$ cat src/rtl/vending_pkg.sv
// Shared types and defaults for the multi-item vending controller.
package vending_pkg;

  localparam int STATE_W        = 2;
  localparam int DEF_VAL_W      = 8;
  localparam int DEF_MAX_CREDIT = 200;

  typedef enum logic [STATE_W-1:0] {
    IDLE     = 2'd0,
    ACCUM    = 2'd1,
    DISPENSE = 2'd2,
    CHANGE   = 2'd3
  } state_e;

endpackage

$ cat src/rtl/vend_credit_acc.sv
// Credit register: ceiling-checked coin add, price subtract and clear,
// plus the combinational coin-reject decision registered by the top.
module vend_credit_acc
  import vending_pkg::*;
#(
  parameter int VAL_W      = DEF_VAL_W,
  parameter int MAX_CREDIT = DEF_MAX_CREDIT
) (
  input  logic             clk,
  input  logic             rst,
  input  logic             coin_en,
  input  logic             coin_block,
  input  logic [VAL_W-1:0] coin_value,
  input  logic             sub_en,
  input  logic [VAL_W-1:0] sub_val,
  input  logic             clr_en,
  output logic [VAL_W-1:0] credit,
  output logic [VAL_W-1:0] credit_nxt,
  output logic             coin_reject_nxt
);

  localparam logic [VAL_W:0] MAX_W = MAX_CREDIT[VAL_W:0];

  logic [VAL_W-1:0] credit_q, credit_d;
  logic [VAL_W:0]   sum;

  always_comb begin
    credit_d        = credit_q;
    coin_reject_nxt = 1'b0;
    // One extra bit on the sum so an oversized coin can never wrap past the check.
    sum             = {1'b0, credit_q} + {1'b0, coin_value};
    if (clr_en) begin
      credit_d = '0;
    end else if (sub_en) begin
      credit_d = credit_q - sub_val;
    end else if (coin_en && coin_value != '0) begin
      if (sum <= MAX_W) credit_d = sum[VAL_W-1:0];
      else              coin_reject_nxt = 1'b1;
    end
    if (coin_block) coin_reject_nxt = 1'b1;
  end

  always_ff @(posedge clk) begin
    if (rst) credit_q <= '0;
    else     credit_q <= credit_d;
  end

  assign credit     = credit_q;
  assign credit_nxt = credit_d;

endmodule

$ cat src/rtl/vending_controller.sv
// Multi-item vending controller: FSM, price lookup and registered outputs.
// Change handshake: change_valid/change_amount hold until change_ack is seen in CHANGE.
module vending_controller
  import vending_pkg::*;
#(
  parameter int VAL_W      = DEF_VAL_W,
  parameter int NUM_ITEMS  = 4,
  parameter int MAX_CREDIT = DEF_MAX_CREDIT
) (
  input  logic                         clk,
  input  logic                         rst,
  input  logic                         coin_valid,
  input  logic [VAL_W-1:0]             coin_value,
  input  logic                         sel_valid,
  input  logic [$clog2(NUM_ITEMS)-1:0] sel_item,
  input  logic                         cancel,
  input  logic [NUM_ITEMS*VAL_W-1:0]   price_table,
  input  logic                         change_ack,
  output logic [STATE_W-1:0]           state,
  output logic [VAL_W-1:0]             credit,
  output logic                         is_dispensed,
  output logic [$clog2(NUM_ITEMS)-1:0] dispensed_item,
  output logic                         coin_reject,
  output logic                         sel_denied,
  output logic                         change_valid,
  output logic [VAL_W-1:0]             change_amount
);

  localparam int SEL_W = $clog2(NUM_ITEMS);

  state_e           state_q, state_d;
  logic             is_dispensed_q, is_dispensed_d;
  logic [SEL_W-1:0] dispensed_item_q, dispensed_item_d;
  logic             coin_reject_q, coin_reject_d;
  logic             sel_denied_q, sel_denied_d;
  logic             change_valid_q, change_valid_d;
  logic [VAL_W-1:0] change_amount_q, change_amount_d;

  logic             coin_en, coin_block, sub_en, clr_en, grant;
  logic [VAL_W-1:0] sel_price, credit_nxt;

  vend_credit_acc #(.VAL_W(VAL_W), .MAX_CREDIT(MAX_CREDIT)) u_acc (
    .clk             (clk),
    .rst             (rst),
    .coin_en         (coin_en),
    .coin_block      (coin_block),
    .coin_value      (coin_value),
    .sub_en          (sub_en),
    .sub_val         (sel_price),
    .clr_en          (clr_en),
    .credit          (credit),
    .credit_nxt      (credit_nxt),
    .coin_reject_nxt (coin_reject_d)
  );

  // An index beyond the table reads as price 0, which is never granted.
  always_comb begin
    sel_price = '0;
    for (int i = 0; i < NUM_ITEMS; i++) begin
      if (int'(sel_item) == i) sel_price = price_table[i*VAL_W +: VAL_W];
    end
  end

  assign grant = sel_valid && (sel_price != '0) && (credit >= sel_price);

  always_comb begin
    state_d          = state_q;
    is_dispensed_d   = 1'b0;
    dispensed_item_d = dispensed_item_q;
    sel_denied_d     = 1'b0;
    change_valid_d   = change_valid_q;
    change_amount_d  = change_amount_q;
    coin_en          = 1'b0;
    coin_block       = 1'b0;
    sub_en           = 1'b0;
    clr_en           = 1'b0;
    case (state_q)
      IDLE, ACCUM: begin
        if (cancel && state_q == ACCUM) begin
          state_d         = CHANGE;
          change_valid_d  = 1'b1;
          change_amount_d = credit;
          coin_block      = coin_valid;
        end else if (grant) begin
          state_d          = DISPENSE;
          is_dispensed_d   = 1'b1;
          dispensed_item_d = sel_item;
          sub_en           = 1'b1;
          coin_block       = coin_valid;
        end else begin
          sel_denied_d = sel_valid;
          coin_en      = coin_valid;
          state_d      = (credit_nxt != '0) ? ACCUM : IDLE;
        end
      end
      DISPENSE: begin
        coin_block = coin_valid;
        if (credit != '0) begin
          state_d         = CHANGE;
          change_valid_d  = 1'b1;
          change_amount_d = credit;
        end else begin
          state_d = IDLE;
        end
      end
      CHANGE: begin
        coin_block = coin_valid;
        if (change_ack) begin
          clr_en          = 1'b1;
          change_valid_d  = 1'b0;
          change_amount_d = '0;
          state_d         = IDLE;
        end
      end
      default: state_d = IDLE;
    endcase
  end

  always_ff @(posedge clk) begin
    if (rst) begin
      state_q          <= IDLE;
      is_dispensed_q   <= 1'b0;
      dispensed_item_q <= '0;
      coin_reject_q    <= 1'b0;
      sel_denied_q     <= 1'b0;
      change_valid_q   <= 1'b0;
      change_amount_q  <= '0;
    end else begin
      state_q          <= state_d;
      is_dispensed_q   <= is_dispensed_d;
      dispensed_item_q <= dispensed_item_d;
      coin_reject_q    <= coin_reject_d;
      sel_denied_q     <= sel_denied_d;
      change_valid_q   <= change_valid_d;
      change_amount_q  <= change_amount_d;
    end
  end

  assign state          = state_q;
  assign is_dispensed   = is_dispensed_q;
  assign dispensed_item = dispensed_item_q;
  assign coin_reject    = coin_reject_q;
  assign sel_denied     = sel_denied_q;
  assign change_valid   = change_valid_q;
  assign change_amount  = change_amount_q;

endmodule
$ cat config.mk
export PLATFORM = sky130hd
export DESIGN_NAME = vending_controller
export DESIGN_NICKNAME = d
export VERILOG_FILES = /design/src/rtl/vending_pkg.sv /design/src/rtl/vend_credit_acc.sv /design/src/rtl/vending_controller.sv
export SDC_FILE = /design/constraint.sdc
export NUM_CORES = 1
export LEC_CHECK = 0
export ABC_CLOCK_PERIOD_IN_PS = 7400
export CORE_MARGIN = 1
export CORE_UTILIZATION = 49
export DETAILED_ROUTE_END_ITERATION = 8
export GPL_ROUTABILITY_DRIVEN = 0
export PLACE_DENSITY = 0.86
export SYNTH_ARGS = -nofsm -noshare
export SYNTH_HDL_FRONTEND = slang
export SYNTH_SLANG_ARGS = --single-unit
$ cat constraint.sdc
create_clock -name clk -period 7.4 [get_ports clk]
set_clock_uncertainty 0.2 [all_clocks]
set_input_delay 1.11 -clock clk [delete_from_list [all_inputs] [get_ports clk]]
set_output_delay 1.11 -clock clk [all_outputs]
set_load 0.01 [all_outputs]
==> impl_summary.log, run 1 <==
[metrics] largest delay contributor family on the critical path: compound AO/OA/AOI/OAI gates
[metrics] total die area: 4380 um2
[metrics] post-detailed-route wirelength per cell: 15.0 um
[metrics] final number of hold-violating endpoints: 0
[metrics] path type of the worst min-delay path: reg -> reg
[metrics] wire length of the first global-routing pass: 8820 um
[metrics] clock period minus final worst setup slack: approximately 5.7 ns
[metrics] CP bufs+invs: 2
[metrics] synthesis-stage register bit count: 24
[metrics] Final Cycle Share: 76.9%
[metrics] effective utilization at floorplan: around 53%
[metrics] CTS clk-pin slew, worst paths: 0.08 ns
[metrics] largest net degree at the start of global routing: 25
[metrics] vias after detailed routing: between 2,000 and 2,500
[metrics] DRC Markers: 0
[metrics] vias per cell: approximately 6.0
[metrics] commonest cells in the netlist: 24 x sky130_fd_sc_hd__dfxtp_1, 23 x sky130_fd_sc_hd__a21oi_1, 23 x sky130_fd_sc_hd__nand2_1
[metrics] worst reg2reg setup slack: around 3.3 ns
[metrics] vias in the first global route: a little over 2,000
[metrics] overall power of the completed layout: between 900 and 1000 uW
[metrics] number of buffers created by CTS: 3
[metrics] launching point of the worst reg2reg path: u_acc.credit[1]
[metrics] combined area of the multi-input logic cells: around 1400 um2
[metrics] summed negative setup slack over all endpoints: 0 ns
[metrics] Iter 0 DRT Violations: ~180
[metrics] hold depth: 2
[metrics] path length in cells of the critical path: 14
[metrics] horizontal die dimension: ~66 um
[metrics] largest vdd supply drop: 0.159 mV
[metrics] total setup buffers inserted after CTS: 0
[metrics] largest cells by area after synthesis: sky130_fd_sc_hd__dfxtp_1 24%, sky130_fd_sc_hd__ha_1 9.9%, sky130_fd_sc_hd__mux4_1 6.5%, sky130_fd_sc_hd__a21oi_1 5.7%, sky130_fd_sc_hd__nand2_1 4.3%
[metrics] Max stage delay cell, worst path: sky130_fd_sc_hd__clkdlybuf4s50_1
[metrics] number of max-cap violations: 0
[metrics] router iterations before antenna repair: 4
[metrics] Post-Syn Area: 2020 um2
[metrics] top-area cell type share of the netlist area: a little under a quarter
[metrics] cells resized by post-CTS repair: 0
[metrics] Clock Root Buffer: sky130_fd_sc_hd__clkbuf_8
[metrics] Post-Syn Instances: 240
[metrics] total placed cells including tap cells: 354
[metrics] later-pin clock latency in the skew report: 0.26 ns
[metrics] post-layout instance count excluding filler cells: about 360
[metrics] Avg Synthesized Cell Area: between 8 and 9 um2
[metrics] Overflow after GRT: 0
[metrics] count of nets after finishing: roughly 380
[metrics] most common cell in the netlist: sky130_fd_sc_hd__dfxtp_1
[metrics] clock sinks: 24
[metrics] growth of design area from synthesis to finish: 39.6%
[metrics] antenna fix cells: 0
[metrics] most area-hungry cell type in the Yosys netlist: sky130_fd_sc_hd__dfxtp_1
[metrics] setup repair after global routing missed its margin: false
[metrics] worst reg-to-reg path cell count: 11
[metrics] most frequently used flop master after synthesis: sky130_fd_sc_hd__dfxtp_1
[metrics] count of endpoints failing setup in the final report: 0
[metrics] count of flip-flops with a built-in enable after synthesis: 0
[metrics] maximum root-to-sink buffer count: 2
[metrics] source of the critical timing path: sel_item[0]
[metrics] std cell rows: 22
[metrics] endpoint class of the critical path: flop
[metrics] Fill cells: between 300 and 400
[metrics] Routed WL: approximately 5400 um
[metrics] count of synthesis-stage warnings from yosys: 0
[metrics] floorplan core area: around 3800 um2
[metrics] asr flop ratio synth: 0%
[metrics] largest fanout on the critical path: 10
[metrics] Top-Level Pins: 72
[metrics] status: complete, no violations
[metrics] detailed placer's ending HPWL: roughly 4300 um
[metrics] slew of the pin with the lowest slew margin: about 0.86 ns
[metrics] antenna violations before repair: 0
[metrics] Worst Path Class, Setup: in -> reg
[metrics] CP peak stage delay: between 0.7 and 0.8 ns
[metrics] hold_buf cts: 0
[metrics] sequential element share of the synthesized area: 23.8%
[metrics] leakage: around 0.0011 uW
[metrics] total of buffers placed on input and output ports: a little over 70
[metrics] critical path cell sequence: clkdlybuf4s50_1, mux4_1, inv_1, ha_1, o21ai_0, a21oi_1, o31a_1, o41ai_2, nand2_4, nor4_4, mux2i_1, o32ai_1, nor4b_1, a41oi_2
[metrics] max-slew headroom at the worst pin: 42.3%
[metrics] library cells used by synthesis: 50
[metrics] synthesized netlist net count: 306
[metrics] residual antenna-violating net count after detailed routing: 0
[metrics] number of H-tree levels: 1
[metrics] CTS tree: built
[metrics] total routing resource utilization after global routing: between 20% and 30%
[metrics] layout cells sized above 1: between 5 and 6%
[metrics] die span in y: approximately 66 um
[metrics] Achievable Freq: between 150 and 200 MHz
[metrics] Sequential Area: approximately 480 um2
[metrics] worst hold start: change_amount[6]
[metrics] data required time of the critical path: ~7.3 ns
[metrics] CP Data Arrival Time: 5.62 ns
[metrics] final max-slew violation count: 0
[metrics] kind of start point of the critical path: input port
[metrics] Pwr per Cell Area: around 340 nW/um2
## cell families after synthesis
family                     count (synthesis)  share of synthesized area (%)
xor gates and xnor gates                   6                           2.60
AOI/OAI and AO/OA                         65                           20.9
buffers and inverters                     23                           4.65
muxes                                     14                           12.9
and+or+nand+nor                           90                           23.2
DFF                                       24                           23.8
adders and majority gates                 18                           11.9
## report_power, final
part           internal, uW  leakage [uW]  switching [uW]
logic                   312      0.000864             340
registers               169      0.000196            59.8
clock network          47.5     0.0000288            39.3
total                   528       0.00109             439
## final timing paths
| path | end |
|---|---|
| max | state[0] |
| min | change_amount[6] |
| max reg2reg | state[0] |
| min reg2reg | change_amount[6] |
## cell usage in the layout (no fill, tap or decap), types with 3 or more instances in the layout
cell	n
sky130_fd_sc_hd__mux4_1	5
sky130_fd_sc_hd__mux2i_1	4
sky130_fd_sc_hd__o211ai_1	3
sky130_fd_sc_hd__a21oi_1	23
sky130_fd_sc_hd__a211oi_1	3
sky130_fd_sc_hd__dfxtp_1	24
sky130_fd_sc_hd__clkdlybuf4s50_1	71
sky130_fd_sc_hd__nand2b_1	4
sky130_fd_sc_hd__xnor2_1	4
sky130_fd_sc_hd__nor2b_1	5
sky130_fd_sc_hd__mux4_2	3
sky130_fd_sc_hd__nor4_1	6
sky130_fd_sc_hd__ha_1	16
sky130_fd_sc_hd__o21a_1	4
sky130_fd_sc_hd__nand2_1	23
sky130_fd_sc_hd__nor2_1	21
sky130_fd_sc_hd__clkbuf_8	4
sky130_fd_sc_hd__o32ai_1	3
sky130_fd_sc_hd__inv_1	18
sky130_fd_sc_hd__nor3_1	3
sky130_fd_sc_hd__nand3_1	13
sky130_fd_sc_hd__o21ai_0	15
## tightest hold or removal path, cell delays in order, from the launching register on
cell and delay, ns:
sky130_fd_sc_hd__dfxtp_1 0.31, sky130_fd_sc_hd__nand2_1 0.05, sky130_fd_sc_hd__a21oi_1 0.05
## flip-flops by register name, summed over array words and instances (netlist names)
name / cells
coin_reject: 1
change_amount: 8
sel_denied: 1
u_acc.credit: 8
state: 2
is_dispensed: 1
change_valid: 1
dispensed_item: 2
## layer usage
metal	track usage, %	share of wire [%]
met5	0	0
met4	9.31	2.8
met3	5.69	8.0
met2	45.2	47
met1	31.6	42
## per-stage QoR
| stage | worst slack, ns | area [um2] | hold slack, ns | utilization, % |
|---|---|---|---|---|
| 2_1_floorplan | 2.62 | 2020 | 0.275 | - |
| 3_3_place_gp | 1.66 | 2760 | 0.240 | 72.8 |
| 3_5_place_dp | 1.49 | 2760 | 0.246 | 72.8 |
| 4_1_cts | 1.76 | 2820 | 0.258 | 74.2 |
| 5_1_grt | 1.41 | 2820 | 0.273 | 74.2 |
| 6_report | 1.71 | 2820 | 0.253 | 74.2 |
## final cells by class
| class | count | area share, % |
|---|---|---|
| multi-input cells | 193 | 51.3 |
| inverters | 18 | 2.40 |
| flip-flops and latches | 24 | 17.0 |
| well taps | 48 | 2.13 |
| clock buffers | 4 | 1.95 |
| repair buffers | 71 | 25.2 |
No activity file was read; power rests on OpenSTA's default activity.
==> run 2: changes to the inputs <==
--- a/config.mk
+++ b/config.mk
@@ -5,12 +5,12 @@
 export SDC_FILE = /design/constraint.sdc
 export NUM_CORES = 1
 export LEC_CHECK = 0
-export ABC_CLOCK_PERIOD_IN_PS = 7400
+export ABC_CLOCK_PERIOD_IN_PS = 5300
 export CORE_MARGIN = 1
-export CORE_UTILIZATION = 49
+export CORE_UTILIZATION = 45
 export DETAILED_ROUTE_END_ITERATION = 8
 export GPL_ROUTABILITY_DRIVEN = 0
-export PLACE_DENSITY = 0.86
+export PLACE_DENSITY = 0.8
 export SYNTH_ARGS = -nofsm -noshare
 export SYNTH_HDL_FRONTEND = slang
 export SYNTH_SLANG_ARGS = --single-unit
==> constraint.sdc (replaced) <==
create_clock -name clk -period 5.3 [get_ports clk]
set_clock_uncertainty 0.2 [all_clocks]
set_input_delay 0.795 -clock clk [delete_from_list [all_inputs] [get_ports clk]]
set_output_delay 0.795 -clock clk [all_outputs]
set_load 0.01 [all_outputs]
==> impl_summary.log, run 2 (synthesized netlist as in run 1, its figures left out) <==
[metrics] std cell rows: 23 (was 22)
[metrics] worst reg2reg setup slack: 1.28 ns (was 3.25 ns)
[metrics] worst hold start: change_amount[4] (was change_amount[6])
[metrics] leakage: 0.00110 uW (was 0.00109 uW)
[metrics] die span in y: 69.0 um (was 66.2 um)
[metrics] total placed cells including tap cells: 359 (was 354)
[metrics] largest vdd supply drop: 0.175 mV (was 0.159 mV)
[metrics] hold_buf cts: 0 (unchanged)
[metrics] total routing resource utilization after global routing: 26.2% (was 26.1%)
[metrics] vias per cell: 5.90 (was 6.05)
[metrics] setup repair after global routing missed its margin: false (unchanged)
[metrics] vias in the first global route: 2,050 (was 2,055)
[metrics] number of max-cap violations: 0 (unchanged)
[metrics] CP peak stage delay: 0.67 ns (was 0.75 ns)
[metrics] Fill cells: 367 (was 323)
[metrics] Non-Filler Cell Area, Final: 2840 um2 (was 2820 um2)
[metrics] leading cell types in the layout, fill and taps excluded: 71 x sky130_fd_sc_hd__clkdlybuf4s50_1, 24 x sky130_fd_sc_hd__dfxtp_1, 23 x sky130_fd_sc_hd__nand2_1, 23 x sky130_fd_sc_hd__a21oi_1, 21 x sky130_fd_sc_hd__nor2_1 (unchanged)
[metrics] Final Core Density: 68.6% (was 74.2%)
[metrics] clock period minus final worst setup slack: about 5 ns
[metrics] kind of start point of the critical path: input port (unchanged)
[metrics] Worst Path Class, Setup: in -> reg (unchanged)
[metrics] slew of the pin with the lowest slew margin: 0.859 ns (was 0.863 ns)
[metrics] worst reg-to-reg path cell count: 10 (was 11)
[metrics] maximum root-to-sink buffer count: 2 (unchanged)
[metrics] effective utilization at floorplan: 48.7% (was 53.2%)
[metrics] largest fanout on the critical path: 13 (was 10)
[metrics] combined area of the multi-input logic cells: 1450 um2 (unchanged)
[metrics] CP Data Arrival Time: 4.92 ns (was 5.62 ns)
[metrics] path type of the worst min-delay path: reg -> reg (unchanged)
[metrics] Routed WL: 5850 um (was 5370 um)
[metrics] standard cell area after detailed placement: 2790 um2 (was 2760 um2)
[metrics] antenna fix cells: 0 (unchanged)
[metrics] count of nets after finishing: 380 (was 377)
[metrics] clock sinks: 24 (unchanged)
[metrics] total die area: 4760 um2 (was 4380 um2)
[metrics] router iterations before antenna repair: 4 (unchanged)
[metrics] final max-slew violation count: 0 (unchanged)
[metrics] max-slew headroom at the worst pin: 42.6% (was 42.3%)
[metrics] total setup buffers inserted after CTS: 0 (unchanged)
[metrics] summed negative setup slack over all endpoints: 0 ns (unchanged)
[metrics] part of the total power dissipated in combinational logic: 68.0% (was 67.4%)
[metrics] Final Cycle Share: between 90 and 100%
[metrics] critical path cell sequence: clkdlybuf4s50_1, mux4_1, ha_1, fa_1, nand2b_1, a21oi_1, o31a_1, o41ai_2, buf_4, nand2b_1, nand2_1, o32ai_1, nor4b_1, a41oi_2 (was clkdlybuf4s50_1, mux4_1, inv_1, ha_1, o21ai_0, a21oi_1, o31a_1, o41ai_2, nand2_4, nor4_4, mux2i_1, o32ai_1, nor4b_1, a41oi_2)
[metrics] Iter 0 DRT Violations: 142 (was 181)
[metrics] sequential share of power: 23.3% (was 23.6%)
[metrics] vias after detailed routing: 2,143 (was 2,165)
[metrics] status: complete, no violations (unchanged)
[metrics] detailed placer's ending HPWL: 4770 um (was 4340 um)
[metrics] total of buffers placed on input and output ports: 71 (unchanged)
[metrics] Achievable Freq: approximately 200 MHz
[metrics] CTS clk-pin slew, worst paths: 0.08 ns (about the same)
[metrics] switching part of the total power: 46.0% (was 45.4%)
[metrics] post-layout instance count excluding filler cells: 363 (was 358)
[metrics] cells resized by post-CTS repair: 0 (unchanged)
[metrics] count of endpoints failing setup in the final report: 0 (unchanged)
[metrics] cell occurring most often along the worst timing path: sky130_fd_sc_hd__nand2b_1
[metrics] Clk network pwr share: 8.8% (was 9.0%)
[metrics] DRC Markers: 0 (unchanged)
[metrics] horizontal die dimension: 69.0 um (was 66.2 um)
[metrics] residual antenna-violating net count after detailed routing: 0 (unchanged)
[metrics] Clock Root Buffer: sky130_fd_sc_hd__clkbuf_8 (unchanged)
[metrics] leading cell type in the layout, fill and taps excluded: sky130_fd_sc_hd__clkdlybuf4s50_1 (unchanged)
[metrics] antenna violations before repair: 0 (unchanged)
[metrics] largest net degree at the start of global routing: 25 (unchanged)
[metrics] Pwr per Cell Area: 488 nW/um2 (was 343 nW/um2)
[metrics] r2r endpoint: state[0] (unchanged)
[metrics] layout cells sized above 1: 6.07% (was 5.16%)
[metrics] final number of hold-violating endpoints: 0 (unchanged)
[metrics] number of H-tree levels: 1 (unchanged)
[metrics] Max stage delay cell, worst path: sky130_fd_sc_hd__clkdlybuf4s50_1 (unchanged)
[metrics] later-pin clock latency in the skew report: 0.26 ns (about the same)
[metrics] post-detailed-route wirelength per cell: 16.1 um (was 15.0 um)
[metrics] floorplan core area: 4140 um2 (was 3800 um2)
[metrics] switching power: 638 uW (was 439 uW)
[metrics] Overflow after GRT: 0 (unchanged)
[metrics] endpoint class of the critical path: flop (unchanged)
[metrics] Sequential Area: 480 um2 (unchanged)
[metrics] internal cell power: 748 uW (was 528 uW)
[metrics] data required time of the critical path: 5.22 ns (was 7.33 ns)
[metrics] growth of design area from synthesis to finish: 40.8% (was 39.6%)
[metrics] launching point of the worst reg2reg path: u_acc.credit[1] (unchanged)
[metrics] source of the critical timing path: sel_item[0] (unchanged)
[metrics] CTS tree: built (unchanged)
[metrics] timing endpoint of the critical path: state[0] (unchanged)
[metrics] Top-Level Pins: 72 (unchanged)
[metrics] number of buffers created by CTS: 3 (unchanged)
[metrics] wire length of the first global-routing pass: 9250 um (was 8820 um)
run 2: power groups by stage:
| stage | clock network (uW) | logic, uW | registers (uW) |
|---|---|---|---|
| floorplan | 0 | 605 | 317 |
| global placement | 0 | 905 | 325 |
| detailed placement | 0 | 925 | 325 |
| CTS | 124 | 933 | 321 |
| global route | 132 | 1040 | 327 |
| finish | 121 | 942 | 323 |
run 2: critical path: cells and delay by family:
| kind | cells | cell delay (ns) |
|---|---|---|
| AND/OR/NAND/NOR | 4 | 1.15 |
| multiplexers | 1 | 0.63 |
| AO/OA/AOI/OAI | 5 | 0.86 |
| buffers and inverters | 2 | 0.85 |
| adder cells (fa/ha/maj) | 2 | 0.65 |
run 2: worst min path at each step:
stage	endpoint	slack (ns)	depth (start not counted)
6_report	change_amount[4]	0.25	2
5_1_grt	change_amount[3]	0.27	2
4_1_cts	change_amount[4]	0.26	2
3_5_place_dp	change_amount[4]	0.25	2
3_3_place_gp	change_amount[3]	0.24	2
2_1_floorplan	change_valid	0.28	2
run 2: layer usage:
metal,global-route usage (%),vias up,wire length (um)
met5,0,-,0
met4,8.93,0,113
met3,5.26,12,361
met2,44.9,99,2800
met1,32.4,983,2570
li1,-,1049,-
run 2: final cells by class:
cell class | instances | share of cell area (%)
Timing Repair Buffer | 74 | 25.8
Inverter | 18 | 2.38
Clock buffer | 4 | 1.94
Tap cell | 50 | 2.20
Multi-Input combinational cell | 193 | 50.8
Sequential cell | 24 | 16.9
run 2: through the flow:
stage / hold slack, ns / total power, uW / worst slack [ns]
final: 0.253 / 1390 / 0.307
after global routing: 0.274 / 1500 / 0.114
after CTS: 0.256 / 1380 / 0.349
after detailed placement: 0.247 / 1250 / 0.0669
after global placement: 0.241 / 1230 / 0.219
after floorplan: 0.275 / 922 / 0.834
==> run 3: changes to the inputs <==
--- a/config.mk
+++ b/config.mk
@@ -5,7 +5,7 @@
 export SDC_FILE = /design/constraint.sdc
 export NUM_CORES = 1
 export LEC_CHECK = 0
-export ABC_CLOCK_PERIOD_IN_PS = 5300
+export ABC_CLOCK_PERIOD_IN_PS = 4900
 export CORE_MARGIN = 1
 export CORE_UTILIZATION = 45
 export DETAILED_ROUTE_END_ITERATION = 8
==> constraint.sdc (replaced) <==
create_clock -name clk -period 4.9 [get_ports clk]
set_clock_uncertainty 0.2 [all_clocks]
set_input_delay 0.735 -clock clk [delete_from_list [all_inputs] [get_ports clk]]
set_output_delay 0.735 -clock clk [all_outputs]
set_load 0.01 [all_outputs]
==> impl_summary.log, run 3 (synthesized netlist as in run 1, its figures left out) <==
[metrics] count of endpoints failing setup in the final report: 0 (unchanged)
[metrics] post-layout instance count excluding filler cells: 372 (was 363)
[metrics] part of the total power dissipated in combinational logic: 68.7% (was 68.0%)
[metrics] horizontal die dimension: 69.0 um (unchanged)
[metrics] vias per cell: 5.68 (was 5.90)
[metrics] switching part of the total power: 44.8% (was 46.0%)
[metrics] leading cell type in the layout, fill and taps excluded: sky130_fd_sc_hd__clkdlybuf4s50_1 (unchanged)
[metrics] largest net degree at the start of global routing: 25 (unchanged)
[metrics] Final Cycle Share: between 90% and 100%
[metrics] source of the critical timing path: sel_item[0] (unchanged)
[metrics] Non-Filler Cell Area, Final: 2930 um2 (was 2840 um2)
[metrics] Iter 0 DRT Violations: 156 (was 142)
[metrics] standard cell area after detailed placement: 2860 um2 (was 2790 um2)
[metrics] number of max-cap violations: 0 (unchanged)
[metrics] Routed WL: 5580 um (was 5850 um)
[metrics] total die area: 4760 um2 (unchanged)
[metrics] clock sinks: 24 (unchanged)
[metrics] Top-Level Pins: 72 (unchanged)
[metrics] final number of hold-violating endpoints: 0 (unchanged)
[metrics] effective utilization at floorplan: 48.7% (unchanged)
[metrics] vias after detailed routing: 2,113 (was 2,143)
[metrics] growth of design area from synthesis to finish: 45.2% (was 40.8%)
[metrics] CP peak stage delay: 0.63 ns (was 0.67 ns)
[metrics] final max-slew violation count: 0 (unchanged)
[metrics] leading cell types in the layout, fill and taps excluded: 71 x sky130_fd_sc_hd__clkdlybuf4s50_1, 24 x sky130_fd_sc_hd__dfxtp_1, 23 x sky130_fd_sc_hd__nand2_1, 23 x sky130_fd_sc_hd__a21oi_1, 21 x sky130_fd_sc_hd__nor2_1 (unchanged)
[metrics] Final Hold Slack: 0.256 ns (was 0.253 ns)
[metrics] switching power: 690 uW (was 638 uW)
[metrics] critical path cell sequence: clkdlybuf4s50_1, buf_4, mux4_1, ha_1, fa_1, nand2b_1, a21oi_1, o31a_1, o41ai_2, buf_4, nand2b_1, o21ai_0, a21oi_1, nor4b_2, a41oi_2 (was clkdlybuf4s50_1, mux4_1, ha_1, fa_1, nand2b_1, a21oi_1, o31a_1, o41ai_2, buf_4, nand2b_1, nand2_1, o32ai_1, nor4b_1, a41oi_2)
[metrics] antenna fix cells: 0 (unchanged)
[metrics] layout cells sized above 1: 9.63% (was 6.07%)
[metrics] router iterations before antenna repair: 4 (unchanged)
[metrics] DRC Markers: 0 (unchanged)
[metrics] worst reg2reg setup slack: 1.05 ns (was 1.28 ns)
[metrics] max-slew headroom at the worst pin: 42.9% (was 42.6%)
[metrics] hold_buf cts: 0 (unchanged)
[metrics] slew of the pin with the lowest slew margin: 0.854 ns (was 0.859 ns)
[metrics] data required time of the critical path: 4.83 ns (was 5.22 ns)
[metrics] sequential share of power: 22.7% (was 23.3%)
[metrics] Final Core Density: 70.8% (was 68.6%)
[metrics] residual antenna-violating net count after detailed routing: 0 (unchanged)
[metrics] total placed cells including tap cells: 368 (was 359)
[metrics] total setup buffers inserted after CTS: 0 (unchanged)
[metrics] count of nets after finishing: 389 (was 380)
[metrics] Clk network pwr share: 8.6% (was 8.8%)
[metrics] path type of the worst min-delay path: reg -> reg (unchanged)
[metrics] Pwr per Cell Area: 525 nW/um2 (was 488 nW/um2)
[metrics] floorplan core area: 4140 um2 (unchanged)
[metrics] setup repair after global routing missed its margin: false (unchanged)
[metrics] CTS tree: built (unchanged)
[metrics] Clock Root Buffer: sky130_fd_sc_hd__clkbuf_8 (unchanged)
[metrics] path length in cells of the critical path: 15 (was 14)
[metrics] die span in y: 69.0 um (unchanged)
[metrics] status: complete, no violations (unchanged)
[metrics] leakage: 0.00115 uW (was 0.00110 uW)
[metrics] std cell rows: 23 (unchanged)
[metrics] CP Data Arrival Time: 4.57 ns (was 4.92 ns)
[metrics] largest delay contributor family on the critical path: compound AO/OA/AOI/OAI gates (was simple AND/OR/NAND/NOR gates)
[metrics] launching point of the worst reg2reg path: u_acc.credit[2] (was u_acc.credit[1])
[metrics] CTS clk-pin slew, worst paths: 0.08 ns (about the same)
[metrics] later-pin clock latency in the skew report: 0.27 ns (was 0.26 ns)
[metrics] kind of start point of the critical path: input port (unchanged)
[metrics] number of H-tree levels: 1 (unchanged)
[metrics] overall power of the completed layout: 1540 uW (was 1390 uW)
[metrics] clock period minus final worst setup slack: between 4 and 5 ns
[metrics] wire length of the first global-routing pass: 8650 um (was 9250 um)
[metrics] worst hold start: change_amount[4] (unchanged)
[metrics] antenna violations before repair: 0 (unchanged)
[metrics] number of buffers created by CTS: 3 (unchanged)
[metrics] CP bufs+invs: 3 (was 2)
[metrics] Max stage delay cell, worst path: sky130_fd_sc_hd__mux4_1 (was sky130_fd_sc_hd__clkdlybuf4s50_1)
[metrics] largest vdd supply drop: 0.200 mV (was 0.175 mV)
[metrics] total of buffers placed on input and output ports: 71 (unchanged)
[metrics] Worst Path Class, Setup: in -> reg (unchanged)
[metrics] largest fanout on the critical path: 7 (was 13)
[metrics] internal cell power: 850 uW (was 748 uW)
[metrics] endpoint class of the critical path: flop (unchanged)
[metrics] detailed placer's ending HPWL: 4470 um (was 4770 um)
[metrics] timing endpoint of the critical path: state[0] (unchanged)
[metrics] r2r endpoint: state[0] (unchanged)
[metrics] total routing resource utilization after global routing: 24.6% (was 26.2%)
[metrics] maximum root-to-sink buffer count: 2 (unchanged)
[metrics] Achievable Freq: 215 MHz
[metrics] Overflow after GRT: 0 (unchanged)
[metrics] post-detailed-route wirelength per cell: 15.0 um (was 16.1 um)
[metrics] worst reg-to-reg path cell count: 10 (unchanged)
[metrics] vias in the first global route: 1,908 (was 2,050)
[run 3: changes by cell type in the layout (fill, tap and decap cells not counted), sizes merged]
| cell | change |
|---|---|
| buf | +9 |
[run 3: worst min path at each step]
| stage | to | slack, ns | cells after the start |
|---|---|---|---|
| floorplan | change_valid | 0.28 | 2 |
| global placement | dispensed_item[1] | 0.24 | 2 |
| detailed placement | change_amount[4] | 0.25 | 2 |
| CTS | change_amount[4] | 0.26 | 2 |
| global route | change_amount[6] | 0.27 | 2 |
| finish | change_amount[4] | 0.26 | 2 |
[run 3: cell type report]
| cell class | instances | area (um2) |
|---|---|---|
| sequential | 24 | 480 |
| timing repair buffer | 83 | 801 |
| fill | 335 | 1210 |
| clock buffer | 4 | 55.1 |
| inverter | 18 | 67.6 |
| multi-input combinational | 193 | 1470 |
| tap | 50 | 62.6 |
[run 3: power by group through the flow]
stage	registers (uW)	logic, uW	clock network (uW)
after floorplan	343	655	0
after global placement	349	1010	0
after detailed placement	349	1020	0
after CTS	346	1030	135
after global routing	355	1170	143
final	349	1060	133
[run 3: through the flow]
step	TNS [ns]	setup WS (ns)
floorplan	0	0.494
global placement	-0.0289	-0.0289
detailed placement	-0.0798	-0.0798
CTS	0	0.195
global route	0	0.0162
finish	0	0.259
[run 3: what timing repair did]
item	in CTS	in global routing
gates resized for setup	0	3
hold endpoints to repair	0	0
setup endpoints to repair	0	1
[run 3: routing by layer]
layer  part of all wire [%]  track usage, %
met1                     44            31.9
met2                     50            43.9
met3                    5.5            4.28
met4                   0.18            1.53
met5                      0               0
[run 3: worst reg2reg max path, cell delays in order (launching register included)]
cell	delay (ns)
sky130_fd_sc_hd__dfxtp_1	0.50
sky130_fd_sc_hd__ha_1	0.34
sky130_fd_sc_hd__o21ai_0	0.37
sky130_fd_sc_hd__nor2_1	0.10
sky130_fd_sc_hd__o32ai_1	0.49
sky130_fd_sc_hd__nor2_1	0.08
sky130_fd_sc_hd__o41ai_1	0.70
sky130_fd_sc_hd__nor4_4	0.12
sky130_fd_sc_hd__buf_4	0.20
sky130_fd_sc_hd__a221oi_1	0.46
sky130_fd_sc_hd__a41oi_2	0.15
